## src/rtl/pcm_pwm_pkg.sv

```systemverilog
// Shared constants for the PCM-to-PWM audio DAC: default geometry and the
// saturating underrun counter used when PCM_PWM_DAC_UNDERRUN_CNT_EN is defined.
package pcm_pwm_pkg;

  localparam int DATA_W_DEFAULT = 8;
  localparam int DEPTH_DEFAULT  = 4;

  localparam int                          UNDERRUN_CNT_W   = 8;
  localparam logic [UNDERRUN_CNT_W-1:0]   UNDERRUN_CNT_MAX = 8'd255;

  // Increment that sticks at the maximum instead of wrapping back to zero.
  function automatic logic [UNDERRUN_CNT_W-1:0] sat_inc(input logic [UNDERRUN_CNT_W-1:0] v);
    logic [UNDERRUN_CNT_W-1:0] r;
    if (v == UNDERRUN_CNT_MAX) begin
      r = v;
    end else begin
      r = v + 8'd1;
    end
    return r;
  endfunction

endpackage

```

## src/rtl/pcm_pwm_dac_sample_fifo.sv

```systemverilog
// Sample FIFO for the PWM DAC: power-of-two depth, pointers wrap naturally,
// occupancy counter one bit wider than the pointers to tell full from empty.
module sample_fifo #(
  parameter  int DATA_W = 8,
  parameter  int DEPTH  = 4,
  localparam int PTR_W  = $clog2(DEPTH),
  localparam int CNT_W  = PTR_W + 1
) (
  input  logic              clk,
  input  logic              rst,
  input  logic              push_i,
  input  logic              pop_i,
  input  logic [DATA_W-1:0] din_i,
  output logic              full_o,
  output logic              empty_o,
  output logic [DATA_W-1:0] head_o
);

  logic [DATA_W-1:0] mem_q [DEPTH];
  logic [PTR_W-1:0]  wr_ptr_q, wr_ptr_d;
  logic [PTR_W-1:0]  rd_ptr_q, rd_ptr_d;
  logic [CNT_W-1:0]  cnt_q, cnt_d;
  logic              push_ok_s;
  logic              pop_ok_s;

  assign full_o    = (cnt_q == CNT_W'(DEPTH));
  assign empty_o   = (cnt_q == {CNT_W{1'b0}});
  assign head_o    = mem_q[rd_ptr_q];
  assign push_ok_s = push_i & ~full_o;
  assign pop_ok_s  = pop_i & ~empty_o;

  // Pointer and occupancy next-state.
  always_comb begin
    wr_ptr_d = wr_ptr_q;
    rd_ptr_d = rd_ptr_q;
    cnt_d    = cnt_q;
    if (push_ok_s) begin
      wr_ptr_d = wr_ptr_q + PTR_W'(1);
    end else begin
      wr_ptr_d = wr_ptr_q;
    end
    if (pop_ok_s) begin
      rd_ptr_d = rd_ptr_q + PTR_W'(1);
    end else begin
      rd_ptr_d = rd_ptr_q;
    end
    case ({push_ok_s, pop_ok_s})
      2'b10:   cnt_d = cnt_q + CNT_W'(1);
      2'b01:   cnt_d = cnt_q - CNT_W'(1);
      default: cnt_d = cnt_q;
    endcase
  end

  // Pointer, occupancy and storage registers.
  always_ff @(posedge clk or posedge rst) begin
    if (rst) begin
      wr_ptr_q <= {PTR_W{1'b0}};
      rd_ptr_q <= {PTR_W{1'b0}};
      cnt_q    <= {CNT_W{1'b0}};
      for (int i = 0; i < DEPTH; i++) begin
        mem_q[i] <= {DATA_W{1'b0}};
      end
    end else begin
      wr_ptr_q <= wr_ptr_d;
      rd_ptr_q <= rd_ptr_d;
      cnt_q    <= cnt_d;
      if (push_ok_s) begin
        mem_q[wr_ptr_q] <= din_i;
      end
    end
  end

endmodule

```

## src/rtl/pcm_pwm_dac.sv

```systemverilog
// PCM-to-PWM audio DAC: buffered samples are latched per sample-rate strobe and
// applied at PWM period boundaries. Optional: PCM_PWM_DAC_UNDERRUN_CNT_EN.
module pcm_pwm_dac
  import pcm_pwm_pkg::*;
#(
  parameter int DATA_W = DATA_W_DEFAULT,
  parameter int DEPTH  = DEPTH_DEFAULT
) (
  input  logic              clk,
  input  logic              rst,
  input  logic              divide_now,
  input  logic [DATA_W-1:0] sample_in,
  input  logic              sample_valid,
  output logic              sample_ready,
  output logic              pwm_out,
  output logic              underrun
`ifdef PCM_PWM_DAC_UNDERRUN_CNT_EN
  ,
  output logic [UNDERRUN_CNT_W-1:0] underrun_cnt
`endif
);

  logic              fifo_full_s;
  logic              fifo_empty_s;
  logic [DATA_W-1:0] fifo_head_s;
  logic              push_s;
  logic              pop_s;
  logic              pwm_wrap_s;

  logic [DATA_W-1:0] pending_q, pending_d;
  logic [DATA_W-1:0] active_q, active_d;
  logic [DATA_W-1:0] pwm_cnt_q, pwm_cnt_d;
  logic              pwm_out_q, pwm_out_d;
  logic              underrun_q, underrun_d;

  // A full FIFO refuses pushes even when a pop frees a slot in the same cycle.
  assign sample_ready = ~fifo_full_s;
  assign push_s       = sample_valid & ~fifo_full_s;
  assign pop_s        = divide_now & ~fifo_empty_s;
  assign pwm_wrap_s   = (pwm_cnt_q == {DATA_W{1'b1}});

  sample_fifo #(
    .DATA_W (DATA_W),
    .DEPTH  (DEPTH)
  ) u_fifo (
    .clk     (clk),
    .rst     (rst),
    .push_i  (push_s),
    .pop_i   (pop_s),
    .din_i   (sample_in),
    .full_o  (fifo_full_s),
    .empty_o (fifo_empty_s),
    .head_o  (fifo_head_s)
  );

  // Datapath next-state; active_d samples the pre-edge pending_q so a strobe on
  // the wrap edge only reaches the output one period later.
  always_comb begin
    pending_d  = pending_q;
    active_d   = active_q;
    pwm_cnt_d  = pwm_cnt_q + DATA_W'(1);
    pwm_out_d  = (pwm_cnt_q < active_q);
    underrun_d = divide_now & fifo_empty_s;
    if (pop_s) begin
      pending_d = fifo_head_s;
    end else begin
      pending_d = pending_q;
    end
    if (pwm_wrap_s) begin
      active_d = pending_q;
    end else begin
      active_d = active_q;
    end
  end

  // Datapath registers.
  always_ff @(posedge clk or posedge rst) begin
    if (rst) begin
      pending_q  <= {DATA_W{1'b0}};
      active_q   <= {DATA_W{1'b0}};
      pwm_cnt_q  <= {DATA_W{1'b0}};
      pwm_out_q  <= 1'b0;
      underrun_q <= 1'b0;
    end else begin
      pending_q  <= pending_d;
      active_q   <= active_d;
      pwm_cnt_q  <= pwm_cnt_d;
      pwm_out_q  <= pwm_out_d;
      underrun_q <= underrun_d;
    end
  end

  assign pwm_out  = pwm_out_q;
  assign underrun = underrun_q;

`ifdef PCM_PWM_DAC_UNDERRUN_CNT_EN
  logic [UNDERRUN_CNT_W-1:0] ucnt_q, ucnt_d;

  // Count advances together with the pulse it records.
  always_comb begin
    ucnt_d = ucnt_q;
    if (underrun_d) begin
      ucnt_d = sat_inc(ucnt_q);
    end else begin
      ucnt_d = ucnt_q;
    end
  end

  // Underrun counter register.
  always_ff @(posedge clk or posedge rst) begin
    if (rst) begin
      ucnt_q <= {UNDERRUN_CNT_W{1'b0}};
    end else begin
      ucnt_q <= ucnt_d;
    end
  end

  assign underrun_cnt = ucnt_q;
`endif

endmodule

```

## config.mk

```make
export PLATFORM = sky130hd
export DESIGN_NAME = pcm_pwm_dac
export DESIGN_NICKNAME = d
export VERILOG_FILES = /design/src/rtl/pcm_pwm_pkg.sv /design/src/rtl/pcm_pwm_dac_sample_fifo.sv /design/src/rtl/pcm_pwm_dac.sv
export SDC_FILE = /design/constraint.sdc
export NUM_CORES = 1
export LEC_CHECK = 0
export CORE_UTILIZATION = 52
export CTS_BUF_LIST = sky130_fd_sc_hd__clkbuf_4 sky130_fd_sc_hd__clkbuf_8
export CTS_CLUSTER_SIZE = 8
export DETAILED_ROUTE_END_ITERATION = 10
export PLACE_DENSITY = 0.76
export RECOVER_POWER = 25
export SETUP_SLACK_MARGIN = 0.02
export SLEW_MARGIN = 20
export SYNTH_ARGS = -nofsm -noshare
export SYNTH_HDL_FRONTEND = slang
export SYNTH_SLANG_ARGS = --single-unit
export TNS_END_PERCENT = 30
```

## constraint.sdc

```tcl
create_clock -name clk -period 2.8 [get_ports clk]
set_input_delay 0.7 -clock clk [delete_from_list [all_inputs] [get_ports clk]]
set_output_delay 0.7 -clock clk [all_outputs]
set_load 0.02 [all_outputs]
```

**After elaboration in Yosys (flattened, before gate mapping)**

Index checks and enable logic that the tools add are counted.

- Register bits: 65
- Bits of input ports: 12
- Output and inout port bits: 3
- Logic and storage cells: 44

- Add/subtract/negate cells: 5
- Order comparisons: 4
- Equal/unequal tests: 4
- Mux-type cells: 7
- Bitwise gates (word level): 9
- Reductions and logical operators: 3

Operators with widths:

| cell | count |
|---|---|
| $bwmux 32 | 1 |
| $mux 8 | 3 |
| $bmux 8 s2 | 1 |
| $demux 8 s2 | 1 |
| $add 8x1->8 const B | 1 |
| $eq 8x8->1 const B | 1 |
| $lt 8x8->1 | 1 |
| $ge 3x3->1 const B | 2 |
| $not 2->3 | 2 |
| $pmux 3 s2 | 1 |
| $and 1x1->1 | 5 |
| $add 2x1->2 const B | 2 |
| $add 3x1->3 const B | 1 |
| $eq 3x3->1 const B | 1 |
| $logic_not 3->1 | 1 |
| $lt 3x1->1 const B | 1 |
| $sub 3x1->3 const B | 1 |
| $eq 2x1->1 const B | 1 |
| $eq 2x2->1 const B | 1 |
| $not 1->1 | 2 |
| $reduce_bool 2->1 | 1 |
| $logic_and 1x1->1 | 1 |

**Depth between registers and ports, before layout**

Gate-level depths: netlist of the first run.

- Depth in word-level cells: 6
- Depth in mapped cells: 9
- Gate-level depth less buffers: 9

**Hierarchy**

Synthesis of the first run repeated with hierarchy kept, for this count alone.

- Cells, all modules: 207
- Area total of the unflattened synthesis: 3007.9 um2

By module, submodules not included:

| module | times used | cells an instance | area each (um2) | seq. area each (um2) |
|---|---|---|---|---|
| sample_fifo | 1 | 115 | 1788.0 | 975.9 |
| pcm_pwm_dac | 1 | 92 | 1219.9 | 650.6 |

**Worst setup path before layout of the first run**

No wires, ideal clock.

- Path type: input to register
- Start point: input divide_now
- End point: register u_fifo.cnt_q[2]
- Setup time: 0.079 ns
- Arrival time: 2.058 ns
- Required time: 2.721 ns
- Slack: 0.662 ns
- Stages on the path: 8
- Path buffers: 1
- Cell sequence: nor2b_1 -> buf_2 -> ha_1 -> inv_1 -> fa_1 -> xor2_1 -> nor2_1 -> xor2_1

- Word-level cells in the longest chain between the ends: 4
- Elaborated cells on any way between the ends: 6
- Those cells by class: eq/ne (2); mux (1); bitwise (2); reduce/logical (1)

RTL lines:

| element | RTL line | text |
|---|---|---|
| start, declared | pcm_pwm_dac.sv:11 | `input logic divide_now,` |
| $and 1x1->1 * | pcm_pwm_dac.sv:39 | `assign pop_s = divide_now & ~fifo_empty_s;` |
| net pop_s | pcm_pwm_dac.sv:27 | `logic pop_s;` |
| $and 1x1->1 * | pcm_pwm_dac_sample_fifo.sv:30 | `assign pop_ok_s = pop_i & ~empty_o;` |
| $eq 2x1->1 or $eq 2x2->1 (tied branches) | pcm_pwm_dac_sample_fifo.sv:47 | `case ({push_ok_s, pop_ok_s})` |
| $pmux 3 s2 or $reduce_bool 2->1 (tied branches) | n/a |  |
| end signal, assigned | pcm_pwm_dac_sample_fifo.sv:59 | `cnt_q <= {CNT_W{1'b0}};` |
| end signal, assigned | pcm_pwm_dac_sample_fifo.sv:66 | `cnt_q <= cnt_d;` |
| end, declared | pcm_pwm_dac_sample_fifo.sv:22 | `logic [CNT_W-1:0] cnt_q, cnt_d;` |

Mark *: on every way through the listed nets, which the timed path passes. The rest lies on a longest branch.
A chain may end at the register's enable or synchronous reset.

**Worst setup path in the final report of the first run**

- Start point: register u_fifo.cnt_q[0]
- End point: output sample_ready

- Word-level cells in the longest chain between the ends: 2

RTL lines:

| element | RTL line | text |
|---|---|---|
| $eq 3x3->1 | pcm_pwm_dac_sample_fifo.sv:26 | `assign full_o = (cnt_q == CNT_W'(DEPTH));` |
| $not 1->1 | pcm_pwm_dac.sv:37 | `assign sample_ready = ~fifo_full_s;` |
| end, declared | pcm_pwm_dac.sv:14 | `output logic sample_ready,` |

Every way passes these cells.

==> results of run 1 <==
==> worst paths after layout <==
path	start	end	slack (ps)
worst max-delay path	u_fifo.cnt_q[0]	sample_ready	500
worst min-delay path	pwm_cnt_q[0]	pwm_cnt_q[0]	500
worst max register to register	u_fifo.cnt_q[0]	u_fifo.cnt_q[2]	940
worst min register to register	pwm_cnt_q[0]	pwm_cnt_q[0]	500
max in group asynchronous	rst	pwm_cnt_q[2]	690
min in group asynchronous	rst	underrun	1190
==> layer usage <==
metal  share of wire [%]  vias up  GRT usage [%]
met3                 3.8        8           7.90
met4                 1.4        0           9.42
met1                  42      814           23.0
li1                    -      735              -
met5                   0        -              0
met2                  52       29           33.6
==> report_power, final <==
group	leakage (nW)	internal, W	switching, W
registers	0.795	0.00130	0.000264
clock network	0.111	0.000515	0.000363
logic	0.593	0.000626	0.000370
total	1.50	0.00244	0.000998
==> sequential cells by signal (all words and copies together), names as in the netlist <==
signal,count
pwm_cnt_q,8
u_fifo.mem_q,32
pwm_out,1
u_fifo.wr_ptr_q,2
u_fifo.cnt_q,3
u_fifo.rd_ptr_q,2
underrun,1
active_q,8
pending_q,8
==> Yosys cell counts (all sizes together) <==
cell type,number
o21ai,2
fa,1
nor2,3
nor3,1
dfrtp,65
mux2,48
nand2b,1
nand3,2
and4,1
nand4,1
a21boi,1
and2,1
nand2,9
a21oi,1
mux4,8
o211ai,1
a41oi,1
a21o,2
clkbuf,1
a211oi,1
ha,13
xnor2,7
and3,1
nor2b,1
inv,15
xor2,5
buf,3
mux2i,1
==> area by class of cell <==
| type | count | area [sq um] |
|---|---|---|
| fill | 386 | 1890 |
| sequential | 65 | 1630 |
| multi-input combinational | 113 | 1190 |
| timing repair buffer | 17 | 160 |
| clock buffer | 10 | 131 |
| clock inverter | 6 | 90.1 |
| tap | 70 | 87.6 |
| inverter | 15 | 56.3 |
==> stage by stage <==
| step | instances | setup WS, ps | hold slack [ps] | area [sq um] | util [%] |
|---|---|---|---|---|---|
| after floorplan | 197 | 474 | 447 | 2900 | - |
| after global placement | 280 | 386 | 478 | 3140 | 59.9 |
| after detailed placement | 280 | 261 | 487 | 3140 | 59.9 |
| after CTS | 296 | 479 | 503 | 3360 | 64.2 |
| after global routing | 296 | 328 | 521 | 3350 | 63.9 |
| final | 296 | 502 | 501 | 3350 | 63.9 |
==> cells in the final DEF (no fill, tap or decap), types with 2 or more instances in the layout <==
cell type,n
xnor2_1,7
clkbuf_8,9
dfrtp_1,65
mux2_2,48
xor2_1,5
clkdlybuf4s50_1,13
ha_1,13
mux4_2,8
a21o_1,2
o21ai_0,2
bufinv_16,2
buf_4,2
inv_1,14
nand3_1,2
nor2_1,3
nand2_2,4
inv_6,2
nand2_1,5
==> cell families after synthesis <==
| logic type | count (synthesis) |
|---|---|
| flip-flops | 65 |
| XOR/XNOR | 12 |
| buffers and inverters | 19 |
| AND/OR/NAND/NOR | 21 |
| multiplexers | 57 |
| adder cells (fa/ha/maj) | 14 |
| AO/OA/AOI/OAI | 9 |
==> flow_metrics.env, run 1 <==
export IMPL_finalMaxSlewViolations=66
export IMPL_critPathBufInv=1
export IMPL_required_ps=2100
export IMPL_vias=1586
export IMPL_slowest_stage="clkdlybuf4s50_1"
export IMPL_grt_pass1_vias=1847
export IMPL_synth_net_count=223
export IMPL_die_y_microns=76.6
export IMPL_min_path_cells=1
export IMPL_cts_made_buffers=9
export IMPL_relSlewSlack_pct=-1.86
export IMPL_worstMarginPinSlew_ps=1530
export IMPL_ios=15
export IMPL_die_w_microns=76.6
export IMPL_cts_tree="yes"
export IMPL_clk_latency_ps=350
export IMPL_core_area_sq_um=5240
export IMPL_grt_usage_pct=20.3
export IMPL_clk_path_buf_depth=2
export IMPL_gp_congestion=0.757
export IMPL_endpoint_kind="primary output"
export IMPL_synth_area_sq_um=2900
export IMPL_drcViolationCount=0
export IMPL_avgSynthCellArea_sq_um=14.7
export IMPL_path_cells="nor2_1, nand2_1, clkdlybuf4s50_1"
export IMPL_finalSetupViolCount=0
export IMPL_ctsResizeCount=0
export IMPL_fin_crit_sh_pct=82.1
export IMPL_dr_first_iter_drc_count=51
export IMPL_crit_cells=3
export IMPL_num_rows=26
export IMPL_drv_cap=1
export IMPL_htreeDepth=3
export IMPL_grt_ovfl_total=0
export IMPL_first_pass_iters=4
export IMPL_slowest_delay_ps=550
export IMPL_ant_nets=0
export IMPL_yosysTopAreaCell="dfrtp_1"
export IMPL_grt_pass1_wl_mm=8.81
export IMPL_synthCells=197
export IMPL_leakagePower_nw=1.50
export IMPL_synth_xor_area_share_pct=3.63
export IMPL_fin_tns_setup_ps=0
export IMPL_wl_per_cell_microns=16.7
export IMPL_grt_max_degree=66
export IMPL_path_class="flop to primary output"
export IMPL_initial_core_util_pct=55.3
export IMPL_power_w=0.00344
export IMPL_fin_nets=247
export IMPL_yosys_top_cells_area="dfrtp_1, mux2_2, mux4_2"
export IMPL_run_status="finished, violations left"
export IMPL_ys_types=29
export IMPL_areaGrowthSynthToFinish_pct=15.6
export IMPL_min_period_ps=2300
export IMPL_finClkSkew_ps=7.88
export IMPL_path_max_fanout=4
export IMPL_path_clk_slew_ps=70
export IMPL_vias_per_cell=5.36
export IMPL_root_buffer="clkbuf_8"
export IMPL_finalWirelength_mm=4.93
export IMPL_synth_fa_ha_area_share_pct=6.31
export IMPL_fmax_ghz=0.435
export IMPL_p_per_area_nw_per_um2=1030
export IMPL_synth_top_family_by_area="multiplexers"
export IMPL_ys_warn_count=0
export IMPL_crit_family="buffers and inverters"
export IMPL_grt_setup_unrepaired="no"
export IMPL_yosysTopAreaCellShare_pct=56.2
export IMPL_antenna_cells=0
export IMPL_drive_gt1_share_pct=35.4
export IMPL_cts_num_sinks=65
export IMPL_post_synth_and_or_nand_nor_area_fraction_pct=3.80
export IMPL_crit_path_start_kind="flop"
export IMPL_r2r_cells=9
export IMPL_ys_seq_elements=65
export IMPL_portBuffers=14
export IMPL_post_cts_setup_buffers=0
export IMPL_hpwl_mm=3.46
export IMPL_hold_class="flop to flop"
export IMPL_violations="capacitance limit, slew limit"
export IMPL_cts_hold_fix_buffers=0
export IMPL_worstPathArrival_ps=1600
export IMPL_ir_drop_uv=641
export IMPL_die_area_sq_um=5870
export IMPL_synth_compound_area_share_pct=2.25
export IMPL_synth_seq_area_share_pct=56.2
export IMPL_hold_violations=0
export IMPL_synth_mux_area_share_pct=25.2
export IMPL_antenna_found_initial=0
(Power assumes the default switching activity.)
==> run 2, diff against run 1 <==
==> constraint.sdc (replaced) <==
create_clock -name clk -period 2.2 [get_ports clk]
set_input_delay 0.55 -clock clk [delete_from_list [all_inputs] [get_ports clk]]
set_output_delay 0.55 -clock clk [all_outputs]
set_load 0.02 [all_outputs]
==> run 2 against run 1 <==
Net effect: the run now ends clean; final area up 0.93%; clock skew down 2.2 ps; via count down 0.95%; worst hold slack about the same; flip-flop and latch count unchanged; global-route usage down 0.44 points; routed wire length down 3.4%; utilization up 0.60 points; sequential share of layout area down 0.45 points; register-to-register slack worse by 620 ps; non-clock buffer count up 2; sequential power up 24%; critical path type unchanged.
==> flow_metrics.env, run 2 (synthesis gave the netlist of run 1 again) <==
export IMPL_run_status="finished, final reports clean"
export IMPL_grt_setup_unrepaired="no"
export IMPL_finalWirelength_mm=4.77
export IMPL_drive_gt1_share_pct=36.1
export IMPL_hold_violations=0
export IMPL_endpoint_kind="primary output"
export IMPL_power_frac_seq_pct=43.8
export IMPL_post_cts_setup_buffers=0
export IMPL_power_share_clock_pct=26.1
export IMPL_finalMaxSlewViolations=0
export IMPL_regMostFlops="u_fifo.mem_q"
export IMPL_intPower_w=0.00321
export IMPL_fmax_ghz=0.479
export IMPL_crit_family="buffers and inverters"
export IMPL_clk_path_buf_depth=2
export IMPL_cts_hold_fix_buffers=0
export IMPL_areaGrowthSynthToFinish_pct=16.6
export IMPL_grt_max_degree=50
export IMPL_r2r_end="active_q[4]"
export IMPL_required_ps=1650
export IMPL_final_cell_mix="dfrtp_1, mux2_2, inv_1"
export IMPL_critPathBufInv=1
export IMPL_path_clk_slew_ps=60
export IMPL_core_area_sq_um=5240
export IMPL_gp_congestion=0.764
export IMPL_r2r_cells=5
export IMPL_r2r_setup_slack_ps=320
export IMPL_timing_final_ws_setup_ps=113
export IMPL_relSlewSlack_pct=58.0
export IMPL_grt_ovfl_total=0
export IMPL_ir_drop_uv=695
export IMPL_mostFrequentLayoutCell="dfrtp_1"
export IMPL_p_per_area_nw_per_um2=1310
export IMPL_drcViolationCount=0
export IMPL_worstPathArrival_ps=1540
export IMPL_hold_class="flop to flop"
export IMPL_worstMarginPinSlew_ps=630
export IMPL_grt_usage_pct=19.8
export IMPL_largest_reg_flops=32
export IMPL_portBuffers=14
export IMPL_grt_pass1_wl_mm=8.63
export IMPL_cts_made_buffers=9
export IMPL_place_ws_ps=-140
export IMPL_finClkSkew_ps=5.66
export IMPL_vias=1571
export IMPL_p_comb_share_pct=30.0
export IMPL_hpwl_mm=3.39
export IMPL_hold_path_startpoint="u_fifo.mem_q[14]"
export IMPL_drv_cap=0
export IMPL_vias_per_cell=5.29
export IMPL_path_cells="nor2_2, nand2_1, clkdlybuf4s50_1"
export IMPL_worstSetupEndpoint="sample_ready"
export IMPL_first_pass_iters=4
export IMPL_leakagePower_nw=1.52
export IMPL_dr_first_iter_drc_count=52
export IMPL_slowest_delay_ps=540
export IMPL_r2r_start="pwm_cnt_q[0]"
export IMPL_die_w_microns=76.6
export IMPL_cts_num_sinks=65
export IMPL_ant_nets=0
export IMPL_clk_latency_ps=330
export IMPL_crit_cells=3
export IMPL_grt_pass1_vias=1763
export IMPL_antenna_cells=0
export IMPL_die_area_sq_um=5870
export IMPL_slowest_stage="clkdlybuf4s50_1"
export IMPL_p_sw_w=0.00121
export IMPL_die_y_microns=76.6
export IMPL_finalSetupViolCount=0
export IMPL_antenna_found_initial=0
export IMPL_root_buffer="clkbuf_8"
export IMPL_num_rows=26
export IMPL_finish_utilization_pct=64.5
export IMPL_cts_tree="yes"
export IMPL_htreeDepth=3
export IMPL_path_max_fanout=4
export IMPL_fillers=383
export IMPL_ios=15
export IMPL_initial_core_util_pct=55.3
export IMPL_p_sw_share_pct=27.4
export IMPL_fin_nets=249
export IMPL_startpoint="u_fifo.cnt_q[0]"
export IMPL_path_class="flop to primary output"
export IMPL_min_period_ps=2090
export IMPL_fin_crit_sh_pct=94.9
export IMPL_wl_per_cell_microns=16.0
export IMPL_crit_path_start_kind="flop"
## run 2: cell count changes in the layout (fill, tap and decap cells not counted)
cell,change
clkbuf_8,+3
buf_4,+2
inv_6,-2
and2_0,+1
and2_1,-1
clkbuf_2,-1
clkbuf_4,+1
clkinv_1,-1
clkinv_2,-1
clkinvlp_4,-1
inv_1,+1
nor2_1,-1
nor2_2,+1
## run 2: worst reg2reg max path, delay by kind of cell, from the launching register on
kind          cells  cell delay (ps)
simple gates      3              750
flops             1              410
mux               1              390
fa+ha+maj         1              220
## run 2: layout make-up
cell class	instances	area [sq um]	area share (%)
multi-input cells	113	1200	35.4
well taps	70	87.6	2.59
clock buffers	13	173	5.11
repair buffers	19	178	5.26
flip-flops and latches	65	1630	48.2
clock inverters	2	60.1	1.78
inverters	15	56.3	1.67
## run 2: power by group through the flow
stage,Clock [W],Sequential (W),Combinational [W]
2_1_floorplan,0,0.00183,0.00110
3_3_place_gp,0,0.00190,0.00127
3_5_place_dp,0,0.00195,0.00135
4_1_cts,0.00118,0.00193,0.00136
5_1_grt,0.00124,0.00200,0.00147
6_report,0.00115,0.00194,0.00133
## run 2: metal layers
| layer | track usage, % | share of wire, % | routed length [microns] | vias to the layer above |
|---|---|---|---|---|
| met5 | 0 | 0 | 0 | - |
| met3 | 7.31 | 3.7 | 177 | 9 |
| met2 | 32.4 | 51 | 2450 | 28 |
| li1 | - | - | - | 743 |
| met1 | 23.9 | 43 | 2050 | 791 |
| met4 | 7.69 | 1.7 | 82 | 0 |
## run 2: how the worst min path moves through the flow
stage,endpoint,slack [ps],cells past startpoint
after floorplan,pwm_cnt_q[0],450,1
after global placement,pwm_cnt_q[0],470,1
after detailed placement,u_fifo.mem_q[3],490,1
after CTS,u_fifo.mem_q[14],500,1
after global routing,u_fifo.mem_q[23],520,1
final,u_fifo.mem_q[14],500,1
## run 2: per-stage QoR
step                hold WS, ps  instances  setup TNS (ps)  instance area (sq um)  power [W]
global route                521        297               0                   3380    0.00471
floorplan                   447        197               0                   2900    0.00293
global placement            470        282           -40.7                   3150    0.00317
detailed placement          490        282            -140                   3150    0.00330
finish                      501        297               0                   3380    0.00442
CTS                         502        297               0                   3390    0.00447
## run 2: what timing repair did
action                     in CTS  in global routing
hold endpoints to repair        0                  0
gates resized for setup         0                  1
setup endpoints to repair       0                  1
==> run 3, diff against run 2 <==
--- a/config.mk
+++ b/config.mk
@@ -5,6 +5,7 @@
 export SDC_FILE = /design/constraint.sdc
 export NUM_CORES = 1
 export LEC_CHECK = 0
+export CORE_MARGIN = 2
 export CORE_UTILIZATION = 52
 export CTS_BUF_LIST = sky130_fd_sc_hd__clkbuf_4 sky130_fd_sc_hd__clkbuf_8
 export CTS_CLUSTER_SIZE = 8
==> run 3 against run 2 <==
Net effect: final area rose by 0.59%; worst hold slack improved by 1.5 ps; global-route usage fell by 2.4 points; highest routed layer unchanged; sequential share of layout area is 0.28 points lower; flip-flop and latch count did not move.
==> flow_metrics.env, run 3 (synthesis gave the netlist of run 1 again) <==
export IMPL_path_clk_slew_ps=70
export IMPL_leakagePower_nw=1.54
export IMPL_ant_nets=0
export IMPL_min_period_ps=1970
export IMPL_ios=15
export IMPL_drv_cap=0
export IMPL_die_y_microns=78.6
export IMPL_fin_nets=251
export IMPL_cts_made_buffers=9
export IMPL_finalWirelength_mm=4.51
export IMPL_largest_reg_flops=32
export IMPL_core_area_sq_um=5440
export IMPL_finish_utilization_pct=62.5
export IMPL_clk_path_buf_depth=2
export IMPL_grt_ovfl_total=0
export IMPL_hold_path_startpoint="u_fifo.mem_q[6]"
export IMPL_p_per_area_nw_per_um2=1270
export IMPL_cts_num_sinks=65
export IMPL_place_ws_ps=-100
export IMPL_crit_path_start_kind="input port"
export IMPL_r2r_end="active_q[2]"
export IMPL_num_rows=27
export IMPL_placed_cell_area_sq_um=3180
export IMPL_worstMarginPinSlew_ps=712
export IMPL_relSlewSlack_pct=52.5
export IMPL_hold_violations=0
export IMPL_vias_per_cell=5.21
export IMPL_path_max_fanout=2
export IMPL_grt_pass1_wl_mm=8.09
export IMPL_fin_crit_sh_pct=89.6
export IMPL_whs_endpoint="u_fifo.mem_q[6]"
export IMPL_cts_hold_fix_buffers=0
export IMPL_ctsResizeCount=0
export IMPL_antenna_found_initial=0
export IMPL_portBuffers=14
export IMPL_timing_final_ws_setup_ps=229
export IMPL_hold_class="flop to flop"
export IMPL_r2r_setup_slack_ps=370
export IMPL_r2r_cells=5
export IMPL_die_w_microns=78.6
export IMPL_clk_latency_ps=340
export IMPL_post_cts_setup_buffers=0
export IMPL_mostFrequentLayoutCell="dfrtp_1"
export IMPL_finClkSkew_ps=3.75
export IMPL_htreeDepth=3
export IMPL_design_area_sq_um=3400
export IMPL_hpwl_mm=3.17
export IMPL_slowest_stage="clkdlybuf4s50_1"
export IMPL_critPathMostFrequentCell="xor2_1"
export IMPL_finalMaxSlewViolations=0
export IMPL_die_area_sq_um=6180
export IMPL_root_buffer="clkbuf_8"
export IMPL_run_status="finished, final reports clean"
export IMPL_layout_cells_non_filler=302
export IMPL_areaGrowthSynthToFinish_pct=17.3
export IMPL_endpoint_kind="flop"
export IMPL_grt_usage_pct=17.4
export IMPL_grt_pass1_vias=1661
export IMPL_fmax_ghz=0.507
export IMPL_dr_first_iter_drc_count=55
export IMPL_grt_max_degree=25
export IMPL_r2r_start="pwm_cnt_q[0]"
export IMPL_path_class="input port to flop"
export IMPL_ir_drop_uv=964
export IMPL_placed_cells=286
export IMPL_drive_gt1_share_pct=36.5
export IMPL_path_cells="clkdlybuf4s50_1, nor2b_1, ha_1, inv_1, fa_1, xor2_1, nor2_1, xor2_1"
export IMPL_fin_tns_setup_ps=0
export IMPL_grt_setup_unrepaired="no"
export IMPL_cts_tree="yes"
export IMPL_regMostFlops="u_fifo.mem_q"
export IMPL_required_ps=2460
export IMPL_slowest_delay_ps=460
export IMPL_initial_core_util_pct=53.2
export IMPL_worstPathArrival_ps=2230
export IMPL_wl_per_cell_microns=14.9
export IMPL_finalSetupViolCount=0
export IMPL_final_cell_mix="dfrtp_1, mux2_2, inv_1"
export IMPL_drcViolationCount=0
export IMPL_min_path_cells=1
export IMPL_vias=1572
export IMPL_first_pass_iters=5
export IMPL_gp_congestion=0.763
export IMPL_antenna_cells=0
-- run 3: critical path: cells and delay by family --
kind                     cells  cell delay [ps]
adder cells (fa/ha/maj)      2              560
XOR/XNOR                     2              310
buffers and inverters        2              520
AND/OR/NAND/NOR              2              280
-- run 3: area by class of cell --
class	count	area [sq um]
clock buffers	14	180
clock inverters	2	35.0
fillers	429	2040
inverters	15	56.3
multi-input cells	113	1200
flip-flops and latches	65	1630
well taps	72	90.1
repair buffers	21	213
-- run 3: power by group --
part           internal [W]  switching [W]
logic              0.000817       0.000492
registers           0.00165       0.000267
clock network      0.000640       0.000428
total               0.00311        0.00119
-- run 3: how the worst max path moves through the flow --
stage	endpoint	slack, ps	start	cells after the start
2_1_floorplan	active_q[0]	20	rst	1
3_3_place_gp	u_fifo.cnt_q[2]	-50	divide_now	8
3_5_place_dp	u_fifo.cnt_q[2]	-100	divide_now	8
4_1_cts	sample_ready	70	u_fifo.cnt_q[0]	3
5_1_grt	u_fifo.wr_ptr_q[1]	100	rst	3
6_report	u_fifo.cnt_q[2]	230	divide_now	8
-- run 3: metrics by stage --
| step | hold slack [ps] | total power [W] |
|---|---|---|
| floorplan | 447 | 0.00293 |
| global route | 518 | 0.00457 |
| detailed placement | 490 | 0.00327 |
| finish | 502 | 0.00430 |
| global placement | 482 | 0.00320 |
| CTS | 506 | 0.00434 |
-- run 3: per-layer routing --
| layer | share of wire (%) | up-vias | GRT usage, % | routed length (microns) |
|---|---|---|---|---|
| met1 | 49 | 795 | 24.6 | 2210 |
| li1 | - | 746 | - | - |
| met5 | 0 | - | 0 | 0 |
| met3 | 3.4 | 9 | 4.83 | 152 |
| met4 | 2.1 | 0 | 7.89 | 95 |
| met2 | 46 | 22 | 25.2 | 2060 |
==> RTL edit (config.mk and constraints of run 2) <==
Remove the register `underrun_q`: a continuous assignment takes its place, so the output `underrun` follows one clock earlier.
--- a/src/rtl/pcm_pwm_dac.sv
+++ b/src/rtl/pcm_pwm_dac.sv
@@ -81,5 +81,4 @@
       pwm_cnt_q  <= {DATA_W{1'b0}};
       pwm_out_q  <= 1'b0;
-      underrun_q <= 1'b0;
     end else begin
       pending_q  <= pending_d;
@@ -87,7 +86,8 @@
       pwm_cnt_q  <= pwm_cnt_d;
       pwm_out_q  <= pwm_out_d;
-      underrun_q <= underrun_d;
     end
   end
+
+  assign underrun_q = underrun_d;
 
   assign pwm_out  = pwm_out_q;
Formal check against the unedited RTL: not equivalent (Yosys sat finds a counterexample within 4 cycles, from zero or initial values and one cycle with rst high).
==> RTL edit against run 2 <==
Cell count is 0.34% higher. Wire length increased by 4.9%. Area after synthesis shrank 0.86%. Register-to-register slack got worse by 0.02 ns. Fmax is 0.19% lower. Cell area shrank 0.74%. Sequential cell count decreased by 1. Worst setup slack got worse by 0.0040 ns. Power is 2.7% lower. Critical endpoint is now u_fifo.cnt_q[2]. Highest routed layer unchanged.
==> RTL edit: results <==
export IMPL_seq_area_frac_synth_pct=55.8
export IMPL_ys_async_sr_fraction_pct=100
export IMPL_io_buffers=14
export IMPL_vdd_drop_max_uv=796
export IMPL_netlist_instances=196
export IMPL_r2r_cells=9
export IMPL_finalClockSkew_ns=0.00807
export IMPL_status="finished, final reports clean"
export IMPL_finalWirelength_um=5000
export IMPL_gp_congestion=0.799
export IMPL_grt_start_max_net_pins=39
export IMPL_dpl_cell_count=282
export IMPL_max_stage_delay_ns=0.50
export IMPL_drtIter0Drc=64
export IMPL_cts_htree_levels=3
export IMPL_r2r_start="u_fifo.cnt_q[0]"
export IMPL_pre_cts_slack_ns=-0.247
export IMPL_min_to="pwm_cnt_q[0]"
export IMPL_drive_above_1_share_pct=37.3
export IMPL_dpl_hpwl_um=3540
export IMPL_timing_rr_end="u_fifo.cnt_q[2]"
export IMPL_cts_post_setup_buffers_inserted=0
export IMPL_fin_cells=298
export IMPL_hold_slack_ns=0.495
export IMPL_final_net_count=249
export IMPL_r2r_setup_slack_ns=0.30
export IMPL_hp_start="pwm_cnt_q[0]"
export IMPL_regMostFlops="u_fifo.mem_q"
export IMPL_syn_num_nets=222
export IMPL_power_leakage_uw=0.00152
export IMPL_crit_slowest_cell="clkdlybuf4s50_1"
export IMPL_cp_arrival_ns=2.34
export IMPL_largest_reg_flops=32
export IMPL_worstMarginPinSlew_ns=0.616
export IMPL_clk_latency_ns=0.33
export IMPL_clkTransAtPathRegs_ns=0.07
export IMPL_antenna_cells=0
export IMPL_cts_buffers=9
export IMPL_holdPathStages=1
export IMPL_grt_pass1_wl_um=8820
export IMPL_switching_share_pct=28.8
export IMPL_cp_max_fo=2
export IMPL_yosys_cell_types_count=29
export IMPL_postPlaceCellArea_um2=3140
export IMPL_grt_pass1_vias=1877
export IMPL_synthTopCellsByCount="dfrtp_1, mux2_2, inv_1"
export IMPL_grt_use_total_pct=20.3
export IMPL_antenna_found_initial=0
export IMPL_cts_root_buf="clkbuf_8"
export IMPL_cp_top_family="adder cells"
export IMPL_synth_flop_cell="dfrtp_1"
export IMPL_hp_class="flop to flop"
export IMPL_synth_area_leaders="dfrtp_1, mux2_2, mux4_2, ha_1, xnor2_1"
export IMPL_vias=1636
[RTL edit: power by group through the flow]
stage	registers, uW	logic [uW]	clock network, uW
after global placement	1880	1270	0
after CTS	1910	1370	1050
after global routing	1970	1470	1100
final	1920	1350	1020
after floorplan	1800	1110	0
after detailed placement	1930	1360	0
[RTL edit: how the worst max path moves through the flow]
stage	cells after the start	slack, ns	to	from
global route	8	0.03	u_fifo.cnt_q[2]	divide_now
detailed placement	8	-0.25	u_fifo.cnt_q[2]	divide_now
CTS	3	0.03	sample_ready	u_fifo.cnt_q[0]
global placement	3	-0.07	underrun	divide_now
floorplan	1	0.05	active_q[0]	rst
finish	8	0.11	u_fifo.cnt_q[2]	divide_now
[RTL edit: cell type report]
class	instances	area, um^2
inverters	15	56.3
clock buffers	13	166
well taps	70	87.6
clock inverters	3	40.0
fillers	401	1850
flip-flops and latches	64	1600
repair buffers	20	199
multi-input cells	113	1200
[RTL edit: layer usage]
| metal | share of wire (%) | vias up | track usage [%] |
|---|---|---|---|
| met5 | 0 | - | 0 |
| li1 | - | 743 | - |
| met3 | 3.2 | 7 | 5.51 |
| met4 | 1.4 | 0 | 9.42 |
| met2 | 54 | 29 | 36.0 |
| met1 | 42 | 857 | 22.7 |
[RTL edit: cell families (layout without fill, tap and decap cells)]
| family | after synthesis | count (layout) | synth area share, % |
|---|---|---|---|
| fa+ha+maj | 14 | 14 | 6.36 |
| compound gates | 9 | 9 | 2.27 |
| buf+inv | 19 | 51 | 2.62 |
| xor+xnor | 12 | 12 | 3.66 |
| simple gates | 21 | 21 | 3.84 |
| mux | 57 | 57 | 25.5 |
| flops | 64 | 64 | 55.8 |
[RTL edit: repair_timing]
action                                  4_1_cts  5_1_grt
resized for setup                             2        2
pin swaps                                     0        0
endpoints found under the setup margin        1        2
